## config.mk

```make
export PLATFORM = sky130hd
export DESIGN_NAME = control_unit
export DESIGN_NICKNAME = d
export VERILOG_FILES = /design/src/rtl/cu_pkg.sv /design/src/rtl/cu_decode.sv /design/src/rtl/control_unit.sv
export SDC_FILE = /design/constraint.sdc
export NUM_CORES = 1
export LEC_CHECK = 0
export ABC_AREA = 1
export CORE_MARGIN = 4
export CORE_UTILIZATION = 35
export CTS_BUF_LIST = sky130_fd_sc_hd__clkbuf_8
export DETAILED_ROUTE_END_ITERATION = 6
export GPL_ROUTABILITY_DRIVEN = 0
export HOLD_SLACK_MARGIN = 0.12
export PLACE_DENSITY = 0.65
export SYNTH_ARGS = -nofsm -noshare
export SYNTH_HDL_FRONTEND = slang
export SYNTH_SLANG_ARGS = --single-unit
export TNS_END_PERCENT = 10
```

## constraint.sdc

```tcl
create_clock -name clock -period 1.3 [get_ports clock]
set_input_delay 0.26 -clock clock [delete_from_list [all_inputs] [get_ports clock]]
set_output_delay 0.26 -clock clock [all_outputs]
set_load 0.01 [all_outputs]
```

## src/rtl/cu_pkg.sv

```systemverilog
// cu_pkg: shared definitions for the multi-cycle control unit.
//   - widths of control flags, opcodes and the state code
//   - FSM state codes (FETCH 0 .. HALT 6)
//   - opcode values 0..17 (anything above 17 is undefined)
//   - encodings of the 2-bit control flags and the packed control vector
//   - small opcode-classification helpers used by the FSM and the decoder
package cu_pkg;

  localparam int FLAG_W = 2;  // width of every 2-bit control flag
  localparam int OP_W   = 6;  // opcode width
  localparam int ST_W   = 3;  // state code width

  typedef enum logic [ST_W-1:0] {
    ST_FETCH   = 3'd0,
    ST_DECODE  = 3'd1,
    ST_EXEC    = 3'd2,
    ST_MEM     = 3'd3,
    ST_WB      = 3'd4,
    ST_WAIT_IN = 3'd5,
    ST_HALT    = 3'd6
  } state_e;

  localparam logic [OP_W-1:0] OP_ALU    = 6'd0;
  localparam logic [OP_W-1:0] OP_LW     = 6'd1;
  localparam logic [OP_W-1:0] OP_LI     = 6'd2;
  localparam logic [OP_W-1:0] OP_SW     = 6'd3;
  localparam logic [OP_W-1:0] OP_SRL    = 6'd4;
  localparam logic [OP_W-1:0] OP_SLL    = 6'd5;
  localparam logic [OP_W-1:0] OP_BEQ    = 6'd6;
  localparam logic [OP_W-1:0] OP_BNQ    = 6'd7;
  localparam logic [OP_W-1:0] OP_J      = 6'd8;
  localparam logic [OP_W-1:0] OP_JR     = 6'd9;
  localparam logic [OP_W-1:0] OP_JAL    = 6'd10;
  localparam logic [OP_W-1:0] OP_NOP    = 6'd11;
  localparam logic [OP_W-1:0] OP_HLT    = 6'd12;
  localparam logic [OP_W-1:0] OP_MOVE   = 6'd13;
  localparam logic [OP_W-1:0] OP_IN     = 6'd14;
  localparam logic [OP_W-1:0] OP_OUT    = 6'd15;
  localparam logic [OP_W-1:0] OP_LOADR  = 6'd16;
  localparam logic [OP_W-1:0] OP_STORER = 6'd17;

  // flagRF
  localparam logic [FLAG_W-1:0] RF_NONE  = 2'b00;
  localparam logic [FLAG_W-1:0] RF_WRITE = 2'b01;
  localparam logic [FLAG_W-1:0] RF_MOVE  = 2'b10;
  // flagALU
  localparam logic [FLAG_W-1:0] ALU_NONE  = 2'b00;
  localparam logic [FLAG_W-1:0] ALU_FUNCT = 2'b01;
  localparam logic [FLAG_W-1:0] ALU_SRL   = 2'b10;
  localparam logic [FLAG_W-1:0] ALU_SLL   = 2'b11;
  // flagPC
  localparam logic [FLAG_W-1:0] PC_HOLD = 2'b00;
  localparam logic [FLAG_W-1:0] PC_INC  = 2'b01;
  localparam logic [FLAG_W-1:0] PC_LOAD = 2'b10;
  // flagDM
  localparam logic [FLAG_W-1:0] DM_NONE  = 2'b00;
  localparam logic [FLAG_W-1:0] DM_READ  = 2'b01;
  localparam logic [FLAG_W-1:0] DM_WRITE = 2'b10;
  // flagMUXRD
  localparam logic [FLAG_W-1:0] MUXRD_ALU = 2'b00;
  localparam logic [FLAG_W-1:0] MUXRD_MEM = 2'b01;
  localparam logic [FLAG_W-1:0] MUXRD_IN  = 2'b10;
  localparam logic [FLAG_W-1:0] MUXRD_RA  = 2'b11;

  typedef struct packed {
    logic [FLAG_W-1:0] rf;
    logic [FLAG_W-1:0] alu;
    logic [FLAG_W-1:0] pc;
    logic [FLAG_W-1:0] dm;
    logic [FLAG_W-1:0] muxrd;
    logic              jr;
    logic              jal;
    logic              li;
    logic              rr;
    logic              in_ack;
    logic              out_valid;
  } ctrl_t;

  function automatic logic is_load(input logic [OP_W-1:0] op);
    return (op == OP_LW) || (op == OP_LOADR);
  endfunction

  function automatic logic is_store(input logic [OP_W-1:0] op);
    return (op == OP_SW) || (op == OP_STORER);
  endfunction

  // Register-indirect memory forms keep flagRR up for the whole instruction.
  function automatic logic is_reg_indirect(input logic [OP_W-1:0] op);
    return (op == OP_LOADR) || (op == OP_STORER);
  endfunction

  function automatic logic is_illegal(input logic [OP_W-1:0] op);
    return op > OP_STORER;
  endfunction

  // ALU mode for the arithmetic/shift class; ALU_NONE for everything else.
  function automatic logic [FLAG_W-1:0] alu_mode(input logic [OP_W-1:0] op);
    case (op)
      OP_ALU:  return ALU_FUNCT;
      OP_SRL:  return ALU_SRL;
      OP_SLL:  return ALU_SLL;
      default: return ALU_NONE;
    endcase
  endfunction

endpackage

```

## src/rtl/cu_decode.sv

```systemverilog
// cu_decode: combinational control decoder for the control unit.
// Maps the registered FSM state, latched opcode and latched branch result
// (plus in_valid, only consulted in WAIT_IN) onto the full control vector.
// All flags are zero in FETCH, DECODE and HALT.
// Ports:
//   state    in   current FSM state (registered)
//   op       in   opcode latched in DECODE
//   branch   in   compare result latched at the end of EXEC
//   in_valid in   IN bus word valid
//   ctrl     out  packed control flags
module cu_decode
  import cu_pkg::*;
(
  input  state_e          state,
  input  logic [OP_W-1:0] op,
  input  logic            branch,
  input  logic            in_valid,
  output ctrl_t           ctrl
);

  logic taken;

  always_comb begin
    // NOTE: every field gets a default first so no path through the case
    // leaves ctrl unassigned, which would otherwise infer a latch.
    ctrl  = '0;
    taken = (op == OP_BEQ) ? branch : !branch;

    case (state)
      ST_EXEC: begin
        ctrl.rr = is_reg_indirect(op);
        case (op)
          OP_ALU, OP_SRL, OP_SLL: ctrl.alu = alu_mode(op);
          OP_BEQ, OP_BNQ:         ctrl.alu = ALU_FUNCT;
          OP_J:                   ctrl.pc  = PC_LOAD;
          OP_JR: begin
            ctrl.pc = PC_LOAD;
            ctrl.jr = 1'b1;
          end
          OP_NOP:                 ctrl.pc  = PC_INC;
          OP_MOVE: begin
            ctrl.rf = RF_MOVE;
            ctrl.pc = PC_INC;
          end
          OP_OUT: begin
            ctrl.out_valid = 1'b1;
            ctrl.pc        = PC_INC;
          end
          default: ;
        endcase
      end

      ST_MEM: begin
        ctrl.rr = is_reg_indirect(op);
        if (is_load(op)) begin
          ctrl.dm = DM_READ;
        end else if (is_store(op)) begin
          // Stores retire out of MEM, so the PC advances here.
          ctrl.dm = DM_WRITE;
          ctrl.pc = PC_INC;
        end
      end

      ST_WB: begin
        ctrl.rr = is_reg_indirect(op);
        case (op)
          OP_ALU, OP_SRL, OP_SLL: begin
            ctrl.alu   = alu_mode(op);  // operands still need the ALU result
            ctrl.rf    = RF_WRITE;
            ctrl.muxrd = MUXRD_ALU;
            ctrl.pc    = PC_INC;
          end
          OP_LW, OP_LOADR: begin
            ctrl.dm    = DM_READ;
            ctrl.rf    = RF_WRITE;
            ctrl.muxrd = MUXRD_MEM;
            ctrl.pc    = PC_INC;
          end
          OP_LI: begin
            ctrl.li = 1'b1;
            ctrl.rf = RF_WRITE;
            ctrl.pc = PC_INC;
          end
          OP_BEQ, OP_BNQ: ctrl.pc = taken ? PC_LOAD : PC_INC;
          OP_JAL: begin
            // Return address write and target load share one edge.
            ctrl.jal   = 1'b1;
            ctrl.muxrd = MUXRD_RA;
            ctrl.rf    = RF_WRITE;
            ctrl.pc    = PC_LOAD;
          end
          default: ;
        endcase
      end

      ST_WAIT_IN: begin
        // Accepting is combinational on in_valid so a word already present
        // on entry is consumed in the first WAIT_IN cycle.
        if (in_valid) begin
          ctrl.in_ack = 1'b1;
          ctrl.rf     = RF_WRITE;
          ctrl.muxrd  = MUXRD_IN;
          ctrl.pc     = PC_INC;
        end
      end

      default: ;
    endcase
  end

endmodule

```

## src/rtl/control_unit.sv

```systemverilog
// control_unit: multi-cycle sequencer for the processor datapath.
// Walks FETCH -> DECODE -> EXEC and then an opcode-specific path through
// MEM / WB / WAIT_IN back to FETCH, or into the absorbing HALT state.
// Optional feature: define CU_RETIRE_COUNT_EN to add the 32-bit 'retired'
// output counting completed instructions.
// Ports:
//   clock, reset (async, active-high)
//   opcode      current instruction opcode (sampled in DECODE)
//   flagBRANCH  compare result, 1 = operands equal (sampled at end of EXEC)
//   in_valid    IN bus word valid
//   State       current FSM state code
//   flagRF/ALU/PC/DM/MUXRD, flagJR/JAL/LI/RR   datapath controls
//   in_ack      one-cycle pulse, IN word consumed
//   out_valid   one-cycle pulse, OUT bus valid
//   halted      processor stopped
//   illegal     sticky, undefined opcode seen
//   retired     (CU_RETIRE_COUNT_EN only) completed-instruction count
module control_unit
  import cu_pkg::*;
(
  input  logic              clock,
  input  logic              reset,
  input  logic [OP_W-1:0]   opcode,
  input  logic              flagBRANCH,
  input  logic              in_valid,
  output logic [ST_W-1:0]   State,
  output logic [FLAG_W-1:0] flagRF,
  output logic [FLAG_W-1:0] flagALU,
  output logic [FLAG_W-1:0] flagPC,
  output logic [FLAG_W-1:0] flagDM,
  output logic [FLAG_W-1:0] flagMUXRD,
  output logic              flagJR,
  output logic              flagJAL,
  output logic              flagLI,
  output logic              flagRR,
  output logic              in_ack,
  output logic              out_valid,
  output logic              halted,
  output logic              illegal
`ifdef CU_RETIRE_COUNT_EN
  ,
  output logic [31:0]       retired
`endif
);

  state_e          state_q, state_d;
  logic [OP_W-1:0] op_q, op_d;
  logic            branch_q, branch_d;
  logic            illegal_q, illegal_d;
  logic            retiring;
  ctrl_t           ctrl;

  always_comb begin
    state_d   = state_q;
    op_d      = op_q;
    branch_d  = branch_q;
    illegal_d = illegal_q;

    case (state_q)
      ST_FETCH:  state_d = ST_DECODE;
      ST_DECODE: begin
        state_d = ST_EXEC;
        op_d    = opcode;
      end
      ST_EXEC: begin
        branch_d = flagBRANCH;
        if (is_illegal(op_q)) begin
          state_d   = ST_HALT;
          illegal_d = 1'b1;
        end else begin
          case (op_q)
            OP_ALU, OP_SRL, OP_SLL, OP_LI,
            OP_BEQ, OP_BNQ, OP_JAL:          state_d = ST_WB;
            OP_LW, OP_LOADR, OP_SW, OP_STORER: state_d = ST_MEM;
            OP_IN:                           state_d = ST_WAIT_IN;
            OP_HLT:                          state_d = ST_HALT;
            default:                         state_d = ST_FETCH;
          endcase
        end
      end
      ST_MEM:     state_d = is_load(op_q) ? ST_WB : ST_FETCH;
      ST_WB:      state_d = ST_FETCH;
      ST_WAIT_IN: if (in_valid) state_d = ST_FETCH;
      ST_HALT:    state_d = ST_HALT;
      default:    state_d = ST_FETCH;
    endcase

    // An instruction completes when any post-DECODE state returns to FETCH.
    retiring = (state_d == ST_FETCH) &&
               ((state_q == ST_EXEC) || (state_q == ST_MEM) ||
                (state_q == ST_WB)   || (state_q == ST_WAIT_IN));
  end

  // NOTE: state registers use non-blocking assignments so every flop samples
  // the pre-edge values regardless of statement order.
  always_ff @(posedge clock or posedge reset) begin
    if (reset) begin
      state_q   <= ST_FETCH;
      op_q      <= '0;
      branch_q  <= 1'b0;
      illegal_q <= 1'b0;
    end else begin
      state_q   <= state_d;
      op_q      <= op_d;
      branch_q  <= branch_d;
      illegal_q <= illegal_d;
    end
  end

  cu_decode u_decode (
    .state    (state_q),
    .op       (op_q),
    .branch   (branch_q),
    .in_valid (in_valid),
    .ctrl     (ctrl)
  );

  assign State     = state_q;
  assign flagRF    = ctrl.rf;
  assign flagALU   = ctrl.alu;
  assign flagPC    = ctrl.pc;
  assign flagDM    = ctrl.dm;
  assign flagMUXRD = ctrl.muxrd;
  assign flagJR    = ctrl.jr;
  assign flagJAL   = ctrl.jal;
  assign flagLI    = ctrl.li;
  assign flagRR    = ctrl.rr;
  assign in_ack    = ctrl.in_ack;
  assign out_valid = ctrl.out_valid;
  assign halted    = (state_q == ST_HALT);
  assign illegal   = illegal_q;

`ifdef CU_RETIRE_COUNT_EN
  logic [31:0] retired_q, retired_d;

  // HALT never returns to FETCH, so the count freezes there on its own.
  always_comb begin
    retired_d = retired_q;
    if (retiring) retired_d = retired_q + 32'd1;
  end

  always_ff @(posedge clock or posedge reset) begin
    if (reset) retired_q <= '0;
    else       retired_q <= retired_d;
  end

  assign retired = retired_q;
`else
  logic unused_retiring;
  assign unused_retiring = retiring;
`endif

endmodule

```

=== Word-level counts from Yosys, hierarchy flattened ===
Memories as Yosys holds them, arrays and structs flattened.
Index checks and enable logic that the tools add are counted.

* Magnitude comparators: 1
* Equal/unequal tests: 22
* Multiplexer cells: 36
* Reduce and logical (&&, ||, !) cells: 15

{| class="wikitable"
|+ Operators by type and width
! operator !! number
|-
| equality test 6 x 4 -> 1 bit (second input constant) || 6
|-
| equality test 6 x 3 -> 1 bit (second input constant) || 4
|-
| one-hot mux 2 bit (2 select lines) || 6
|-
| one-hot mux 2 bit (3 select lines) || 3
|-
| one-hot mux 3 bit (6 select lines) || 1
|-
| 2-to-1 mux 3 bit || 5
|-
| 2-to-1 mux 2 bit || 7
|-
| 2-to-1 mux 1 bit || 13
|-
| equality test 6 x 2 -> 1 bit (second input constant) || 2
|-
| equality test 6 x 5 -> 1 bit (second input constant) || 2
|-
| equality test 3 bit (second input constant) || 3
|-
| OR reduction 3 bit || 3
|-
| one-hot mux 2 bit (4 select lines) || 1
|-
| OR reduction 7 bit || 1
|-
| equality test 3 x 2 -> 1 bit (second input constant) || 2
|-
| equality test 6 x 1 -> 1 bit (second input constant) || 1
|-
| > comparator 6 x 5 -> 1 bit (second input constant) || 1
|-
| zero test 6 bit || 1
|-
| OR reduction 2 bit || 3
|-
| OR reduction 6 bit || 1
|-
| equality test 3 x 1 -> 1 bit (second input constant) || 1
|-
| zero test 3 bit || 1
|-
| logical OR 1 bit || 3
|-
| != test 2 bit (second input constant) || 1
|-
| 2 further kinds || 2
|}

* Register bits after elaboration: 11
* Memory bits (read-only): 96
* Output and inout port bits: 21
* Logic and storage cells: 79
* Memories kept: 1

{| class="wikitable"
|+ Memory list
! name !! depth !! bits a word !! read ports !! clocked after Yosys merged registers in !! wr ports !! line !! source
|-
| (name not given) || 32 || 3 || 1 || 0 || 0 || control_unit.sv:71 || <nowiki>case (op_q)</nowiki>
|}

=== Logic depth before layout (Yosys ltp) ===
Gate-level depths: netlist of the first run.

* Depth in word-level cells: 5
* Gate-level depth with buffers: 10

=== Modules after synthesis ===
Synthesis of the first run repeated with hierarchy kept, for this count alone.

* Cell total of the unflattened synthesis: 163
* Area, all modules: 1036.0 µm²

{| class="wikitable"
|+ By module, submodules not included
! module !! instances !! cells an instance !! area an instance (µm²) !! sequential area each (µm²)
|-
| control_unit || 1 || 74 || 604.3 || 275.3
|-
| cu_decode || 1 || 89 || 431.7 || 0.0
|}

=== Worst setup path after synthesis of the first run ===
OpenSTA, ideal clock, no wires.

* Kind: register to output
* Start point: register op_q[4]
* End point: output port flagRF[0]
* Data arrival time: 1.296 ns
* Data required time: 1.040 ns
* Setup slack: -0.256 ns
* Stages on the path, launching flop included: 7
* Path through: dfrtp_1 -> nor2_2 -> buf_6 -> nand3_2 -> nor2_4 -> nor2_1 -> a22oi_1

* Word-level cells in the longest chain between the ends: 4
* Elaborated cells between the ends (all ways): 10
* Those cells by class: eq/ne (6); mux (2); reduce/logical (2)

{| class="wikitable"
|+ Ends and longest elaborated chain
! item !! line !! source
|-
| from (decl) || control_unit.sv:47 || <nowiki>logic [OP_W-1:0] op_q, op_d;</nowiki>
|-
| from (signal assigned) || control_unit.sv:104 || <nowiki>op_q <= op_d;</nowiki>
|-
| equality test 6 x 1 -> 1 bit, or another cell as far along || cu_decode.sv:66 || <nowiki>case (op)</nowiki>
|-
| OR reduction 7 bit (no line) (*) || n/a ||
|-
| 2-to-1 mux 1 bit (*) || cu_decode.sv:66 ||
|-
| one-hot mux 2 bit (3 select lines) (*) || cu_decode.sv:29 || <nowiki>case (state)</nowiki>
|-
| to (decl) || control_unit.sv:27 || <nowiki>output logic [FLAG_W-1:0] flagRF,</nowiki>
|}

Mark *: on every way between the ends. The rest lies on a longest branch, timed or not.

=== Worst setup path after layout of the first run ===
* Start point: register op_q[5]
* End point: output port flagPC[0]

* Word-level cells in the longest chain between the ends: 5
* Elaborated cells between the ends (all ways): 29
* Those cells by class: eq/ne (15); mux (7); reduce/logical (7)

{| class="wikitable"
|+ Ends and longest elaborated chain
! item !! line !! source
|-
| equality test 6 x 3 -> 1 bit, or another cell as far along || cu_decode.sv:27, cu_decode.sv:66 ||
|-
| 2-to-1 mux 1 bit or logical OR 1 bit (tied branches) || cu_decode.sv:27, cu_pkg.sv:84 ||
|-
| 2-to-1 mux 2 bit or 2-to-1 mux 3 bit (tied branches) || cu_decode.sv:84, cu_decode.sv:57 ||
|-
| one-hot mux 2 bit (3 select lines) or 2-to-1 mux 2 bit (tied branches) || cu_decode.sv:66, cu_decode.sv:55 ||
|-
| one-hot mux 2 bit (4 select lines) (*) || cu_decode.sv:29 ||
|-
| to (decl) || control_unit.sv:29 || <nowiki>output logic [FLAG_W-1:0] flagPC,</nowiki>
|}

Marked as above.

==> results of run 1 <==
==> cells in the mapped netlist (all sizes together), types with 2 or more instances <==
cell type / count / share of area
dfrtp: 11 / 0.29
nand4: 3 / 0.020
ha: 2 / 0.026
buf: 2 / 0.017
nand3b: 2 / 0.016
a21oi: 12 / 0.067
nor2: 28 / 0.14
inv: 26 / 0.10
nand2: 30 / 0.12
nand3: 18 / 0.10
nor3: 2 / 0.011
o21ai: 5 / 0.026
a211oi: 2 / 0.021
==> where the power goes <==
part / leakage [nW] / internal, W / switching [W]
combinational: 0.724 / 0.00114 / 0.00130
sequential: 0.119 / 0.000515 / 0.000237
clock: 0.0269 / 0.000207 / 0.000123
total: 0.870 / 0.00186 / 0.00166
==> routing by layer <==
metal,up-vias,track usage
met4,0,0.0949
met5,-,0
met2,36,0.324
li1,635,-
met1,585,0.236
met3,10,0.0151
==> flip-flops by register name, indices dropped and copies added, names as in the netlist <==
name	count
State	3
branch_q	1
illegal	1
op_q	6
==> cells in the final DEF (no fill, tap or decap), types with 2 or more instances in the layout <==
cell | synthesis | routed
buf_4 | 0 | 35
nand2_1 | 30 | 22
inv_1 | 24 | 16
nor2_2 | 4 | 11
buf_2 | 1 | 11
a21oi_1 | 11 | 10
nand3_1 | 17 | 10
buf_6 | 1 | 10
nor2_1 | 22 | 9
clkdlybuf4s50_1 | 0 | 9
inv_2 | 2 | 8
nor2_4 | 2 | 8
nand2_2 | 0 | 7
dfrtp_2 | 0 | 6
dfrtp_1 | 11 | 5
nand3_2 | 1 | 5
o21ai_0 | 5 | 4
inv_4 | 0 | 3
nand3_4 | 0 | 3
nand4_1 | 3 | 3
clkbuf_8 | 0 | 3
dlygate4sd2_1 | 0 | 3
clkdlybuf4s15_2 | 0 | 3
nand3b_1 | 2 | 2
a211oi_2 | 1 | 2
a21oi_2 | 1 | 2
ha_1 | 2 | 2
==> per-stage QoR <==
stage / total power (W) / util / area (sq um) / setup slack (ns)
after floorplan: 0.00169 / - / 996 / -0.157
after global placement: 0.00264 / 0.634 / 1600 / -0.725
after detailed placement: 0.00268 / 0.634 / 1600 / -0.744
after CTS: 0.00325 / 0.675 / 1700 / -0.556
after global routing: 0.00381 / 0.715 / 1800 / -0.678
final: 0.00352 / 0.715 / 1800 / -0.579
==> cell families (layout without fill, tap and decap cells) <==
| family | count (synthesis) | count (layout) | synth area share |
|---|---|---|---|
| flip-flops | 11 | 11 | 0.290 |
| adder cells (fa/ha/maj) | 2 | 2 | 0.0264 |
| buffers and inverters | 28 | 103 | 0.120 |
| AND/OR/NAND/NOR | 85 | 85 | 0.417 |
| AO/OA/AOI/OAI | 23 | 23 | 0.146 |
==> critical path, stage by stage, from the launching register on <==
cell     delay (ns)
dfrtp_2        0.44
nor2_4         0.14
buf_6          0.13
buf_6          0.11
nand3_4        0.06
nand2_4        0.07
nand3_2        0.06
nand2_1        0.07
nand2_1        0.06
a21oi_2        0.11
buf_2          0.13
==> timing repair <==
action,4_1_cts,5_1_grt
gates resized for setup,98,30
endpoints found under the setup margin,28,27
hold endpoints to repair,0,0
buffers inserted,4,3
cloned,0,0
pin swaps,12,10
==> path summary, 6_finish.rpt <==
path | from | endpoint | slack, ns | cells after the start
hold reg to reg | illegal | illegal | 0.46 | 2
hold / removal | reset | branch_q | 0.32 | 2
setup reg to reg | op_q[1] | State[0] | -0.06 | 8
setup / recovery | op_q[5] | flagPC[0] | -0.58 | 10
min in group clock | illegal | illegal | 0.46 | 2
max in group asynchronous | reset | State[2] | 0.65 | 2
==> cell type report <==
| cell class | instances | share of cell area |
|---|---|---|
| multi-input cells | 110 | 0.404 |
| well taps | 30 | 0.0208 |
| clock inverters | 1 | 0.00208 |
| clock buffers | 3 | 0.0229 |
| inverters | 26 | 0.0583 |
| repair buffers | 73 | 0.336 |
| flip-flops and latches | 11 | 0.157 |
==> summary.md, run 1 <==
| Metric | Value |
|---|---|
| Setup crit end kind | `output port` |
| Unrepaired setup endpoints after global routing | `true` |
| Fillers | `202` |
| Core box area | `approximately 2500 sq um` |
| Final Slew Violations | `0` |
| Router iterations before antenna repair | `4` |
| Failing checks | `negative setup slack` |
| Outcome | `finished, violations left` |
| Area of the multi-input gates | `728 sq um` |
| Pwr dens | `1950 nW/um^2` |
| Die area | `3610 sq um` |
| Lkg Pwr | `0.870 nW` |
| Row count | `18` |
| Gr usage total | `0.190` |
| DRT antenna net count | `0` |
| Measured slew at the worst slew-check pin | `0.431 ns` |
| Hold Slack | `approximately 0.32 ns` |
| Maximum fanout along the worst path | `4` |
| Register area | `between 200 and 300 sq um` |
| Hold crit path type | `input port to asynchronous set/reset pin` |
| GRT overflow | `0` |
| Max frequency | `approximately 0.53 GHz` |
| Normalized max-slew margin | `0.712` |
| Hold Buf Count CTS | `0` |
| Die Y | `60.1 microns` |
| Vias in the first global route | `between 1000 and 1500` |
| Vias per cell | `4.98` |
| Ys flop type | `dfrtp_1` |
| Nets@finish | `237` |
| Pin count of the biggest net entering global routing | `14` |
| First-pass GRT wire length | `5200 microns` |
| Synthesized cell area | `948 sq um` |
| DR top layer | `met4` |
| Hpwl dp | `2380 microns` |
| Initial Util | `0.376` |
| IO Port Bufs | `30` |
| Post-synth cell types | `26` |
| Peak VDD IR | `between 1000 and 1500 uV` |
| Routed wire length | `3210 microns` |
| Kind of critical path | `flop to output port` |
| Yosys reg bits | `11` |
| Worst skew pair latency | `approximately 0.23 ns` |
| Post-Syn Nets | `approximately 160` |
| CTS tree | `yes` |
| P&R area growth vs syn | `90.2%` |
| Ys async rst share | `1.00` |
| Die X-Extent | `roughly 60 microns` |
| CTS Buffer Depth | `2` |
| Layout cell share with drive strength beyond 1 | `0.549` |
| Final hold violation count | `0` |
| Startpoint Class | `flop` |
| Post-Synthesis Cells | `149` |
| Final-report setup violation count | `19` |
| Met2 wire length | `roughly 1600 microns` |
| CTS root buffer | `clkbuf_8` |
| Vias post-DR | `1266` |
| Num ports | `31` |
| Placed cells | `between 200 and 250` |
| Antenna violations before repair | `0` |
| Fin Clk Skew | `0.00326 ns` |
| Fin Setup TNS | `-7.71 ns` |
| Clock Sinks | `11` |
| Syn Area/Cell | `6.37 sq um` |
| H-tree depth reported by CTS | `1` |
| Crit path time final | `between 1.5 and 2 ns` |
| Max Cap Viol | `0` |
| Worst-path clk slew | `0.05 ns` |
| Metal3 WL | `158 microns` |
| Antenna Cells | `0` |
| Worst setup margin | `-0.579 ns` |
| TritonCTS buffer count | `3` |
| YS warnings | `0` |
| Final worst-path cycle share | `1.45` |
| Wire per inst | `around 13 microns` |
| Crit path DAT | `1.62 ns` |
| Non-Filler Instances | `254` |
| Initial DRC count | `55` |
| DR DRC count | `0` |
| Post-Route M1 WL | `1390 microns` |
| Critical Path RT | `1.04 ns` |
| Sequential share of the synthesized area | `0.290` |
| Number of flops mapped to enable cells by yosys | `0` |
Power figures use the tool's default switching activity.
==> inputs of run 2 (changes only) <==
SLEW_MARGIN = 20   (was default)
==> results of run 2 <==
No change in the layout: final DEF, timing and power equal those of run 1.
==> inputs of run 3 (changes only) <==
REMOVE_ABC_BUFFERS = 1   (was default)
==> run 3 against run 2 <==
The flow still finishes with violations (negative setup slack). Wire length is 13% higher. Combinational power is 9.4% higher. Sequential share of layout area is 0.080 points lower. Utilization hardly changed. Fmax is 3.4% lower. Clock-buffer cell count stayed put. Die area stayed put. Cell area hardly changed. Worst setup slack worse by 0.067 ns.
==> summary.md, run 3 (same netlist as run 1, synthesis figures left out) <==
| Metric | Value |
|---|---|
| Most frequent cells in the layout | `48 x buf_4, 25 x nand2_1, 18 x inv_1, 15 x buf_2, 13 x nor2_1` |
| P&R area growth vs syn | `90.4%` |
| Peak VDD IR | `~1600 uV` |
| Vias post-DR | `roughly 1300` |
| Unrepaired setup endpoints after global routing | `true` |
| DR DRC count | `0` |
| Startpoint Class | `flop` |
| Clock power frac | `0.090` |
| Normalized max-slew margin | `0.713` |
| Measured slew at the worst slew-check pin | `between 0.4 and 0.5 ns` |
| H-tree depth reported by CTS | `1` |
| Most common cell after layout, fill and taps aside | `buf_4` |
| First-pass GRT wire length | `5830 microns` |
| Hold crit path type | `input port to asynchronous set/reset pin` |
| Clock Sinks | `11` |
| Router iterations before antenna repair | `4` |
| Final-report setup violation count | `22` |
| Crit path DAT | `between 1.5 and 2 ns` |
| Worst setup margin | `-0.646 ns` |
| Non-Filler Instances | `265` |
| Vias per cell | `5.05` |
| Net Switching | `0.00172 W` |
| Crit path time final | `1.95 ns` |
| Hold Slack | `0.313 ns` |
| Wire per inst | `about 14 microns` |
| GRT overflow | `0` |
| CTS Buffer Depth | `2` |
| Final hold violation count | `0` |
| Fin Clk Skew | `approximately 0.004 ns` |
| Row count | `18` |
| Worst-path clk slew | `0.05 ns` |
| Internal power | `0.00203 W` |
| Kind of critical path | `flop to output port` |
| Layout cell share with drive strength beyond 1 | `0.545` |
| Critical Path RT | `1.04 ns` |
| Final worst-path cycle share | `1.50` |
| Placed cells | `252` |
| Lkg Pwr | `0.936 nW` |
| Worst skew pair latency | `0.24 ns` |
| TritonCTS buffer count | `3` |
| Setup crit end kind | `output port` |
| Final Slew Violations | `0` |
| Comb pwr share | `0.714` |
| Die X-Extent | `60.1 microns` |
| Nets@finish | `248` |
| Path depth of the worst reg2reg path | `8` |
| Hpwl dp | `2550 microns` |
| Failing checks | `negative setup slack` |
| Vias in the first global route | `1385` |
| Die area | `3610 sq um` |
| Die Y | `60.1 microns` |
| R2r startpoint | `op_q[3]` |
| Antenna Cells | `0` |
| IO Port Bufs | `30` |
| Core box area | `2520 sq um` |
| Routed wire length | `between 3000 and 4000 microns` |
| Net Sw Frac | `0.459` |
| CTS root buffer | `clkbuf_8` |
| Sequential power share | `0.196` |
| Max frequency | `0.514 GHz` |
| DRT antenna net count | `0` |
| Max Cap Viol | `0` |
| Num ports | `31` |
| Top reg by flops | `op_q` |
| Outcome | `finished, violations left` |
| Antenna violations before repair | `0` |
| Pwr dens | `2070 nW/um^2` |
| Pin count of the biggest net entering global routing | `14` |
| Max reg flops | `6` |
| Gr usage total | `0.211` |
| CTS tree | `yes` |
| Maximum fanout along the worst path | `7` |
| Initial DRC count | `53` |
| Critical Path Start | `op_q[3]` |
| Initial Util | `0.376` |
[run 3: cell type report]
| type | count | area (sq um) |
|---|---|---|
| fill | 207 | 717 |
| multi-input combinational | 110 | 693 |
| timing repair buffer | 84 | 648 |
| sequential | 11 | 282 |
| inverter | 26 | 100 |
| clock buffer | 3 | 41.3 |
| tap | 30 | 37.5 |
| clock inverter | 1 | 3.75 |
[run 3: worst max-delay path, cell delays in order, from the launching register on]
cell,delay (ns)
dfrtp_1,0.41
buf_6,0.14
nor2_4,0.20
nand3_2,0.14
nand3_2,0.12
nor2_2,0.03
nand2_1,0.05
nand2_1,0.05
a21oi_2,0.14
buf_2,0.15
[run 3: power groups by stage]
stage | sequential (W) | clock [W] | combinational (W)
floorplan | 0.000677 | 0 | 0.000886
global placement | 0.000655 | 0 | 0.00206
detailed placement | 0.000664 | 0 | 0.00211
CTS | 0.000700 | 0.000350 | 0.00243
global route | 0.000751 | 0.000365 | 0.00290
finish | 0.000735 | 0.000337 | 0.00267
[run 3: worst paths after layout]
| kind | to | slack (ns) |
|---|---|---|
| setup / recovery | flagPC[0] | -0.65 |
| min in group clock | illegal | 0.46 |
| max in group asynchronous | op_q[1] | 0.66 |
| hold / removal | State[0] | 0.31 |
| setup reg to reg | State[1] | -0.19 |
| hold reg to reg | illegal | 0.46 |
[run 3: layer usage]
layer / global-route usage / vias to the layer above / wire (microns)
li1: - / 660 / -
met1: 0.239 / 620 / 1430
met3: 0.0238 / 11 / 198
met4: 0.0981 / 0 / 97
met5: 0 / - / 0
met2: 0.387 / 48 / 1890
[run 3: metrics by stage]
step           setup WS [ns]  power (W)  area [sq um]  setup TNS [ns]   util
3_3_place_gp          -0.725    0.00272          1620          -10.35  0.642
4_1_cts               -0.570    0.00348          1770           -7.99  0.700
3_5_place_dp          -0.828    0.00278          1620          -10.98  0.642
6_report              -0.646    0.00374          1810           -8.43  0.716
5_1_grt               -0.817    0.00402          1810          -11.07  0.716
2_1_floorplan         -0.341    0.00156           932           -2.76      -
[run 3: what timing repair did]
action | 4_1_cts | 5_1_grt
endpoints found under the hold margin | 0 | 0
setup buffers | 6 | 3
hold buffers | 0 | 0
setup endpoints to repair | 30 | 29
pin swaps | 6 | 10
resized for setup | 102 | 25
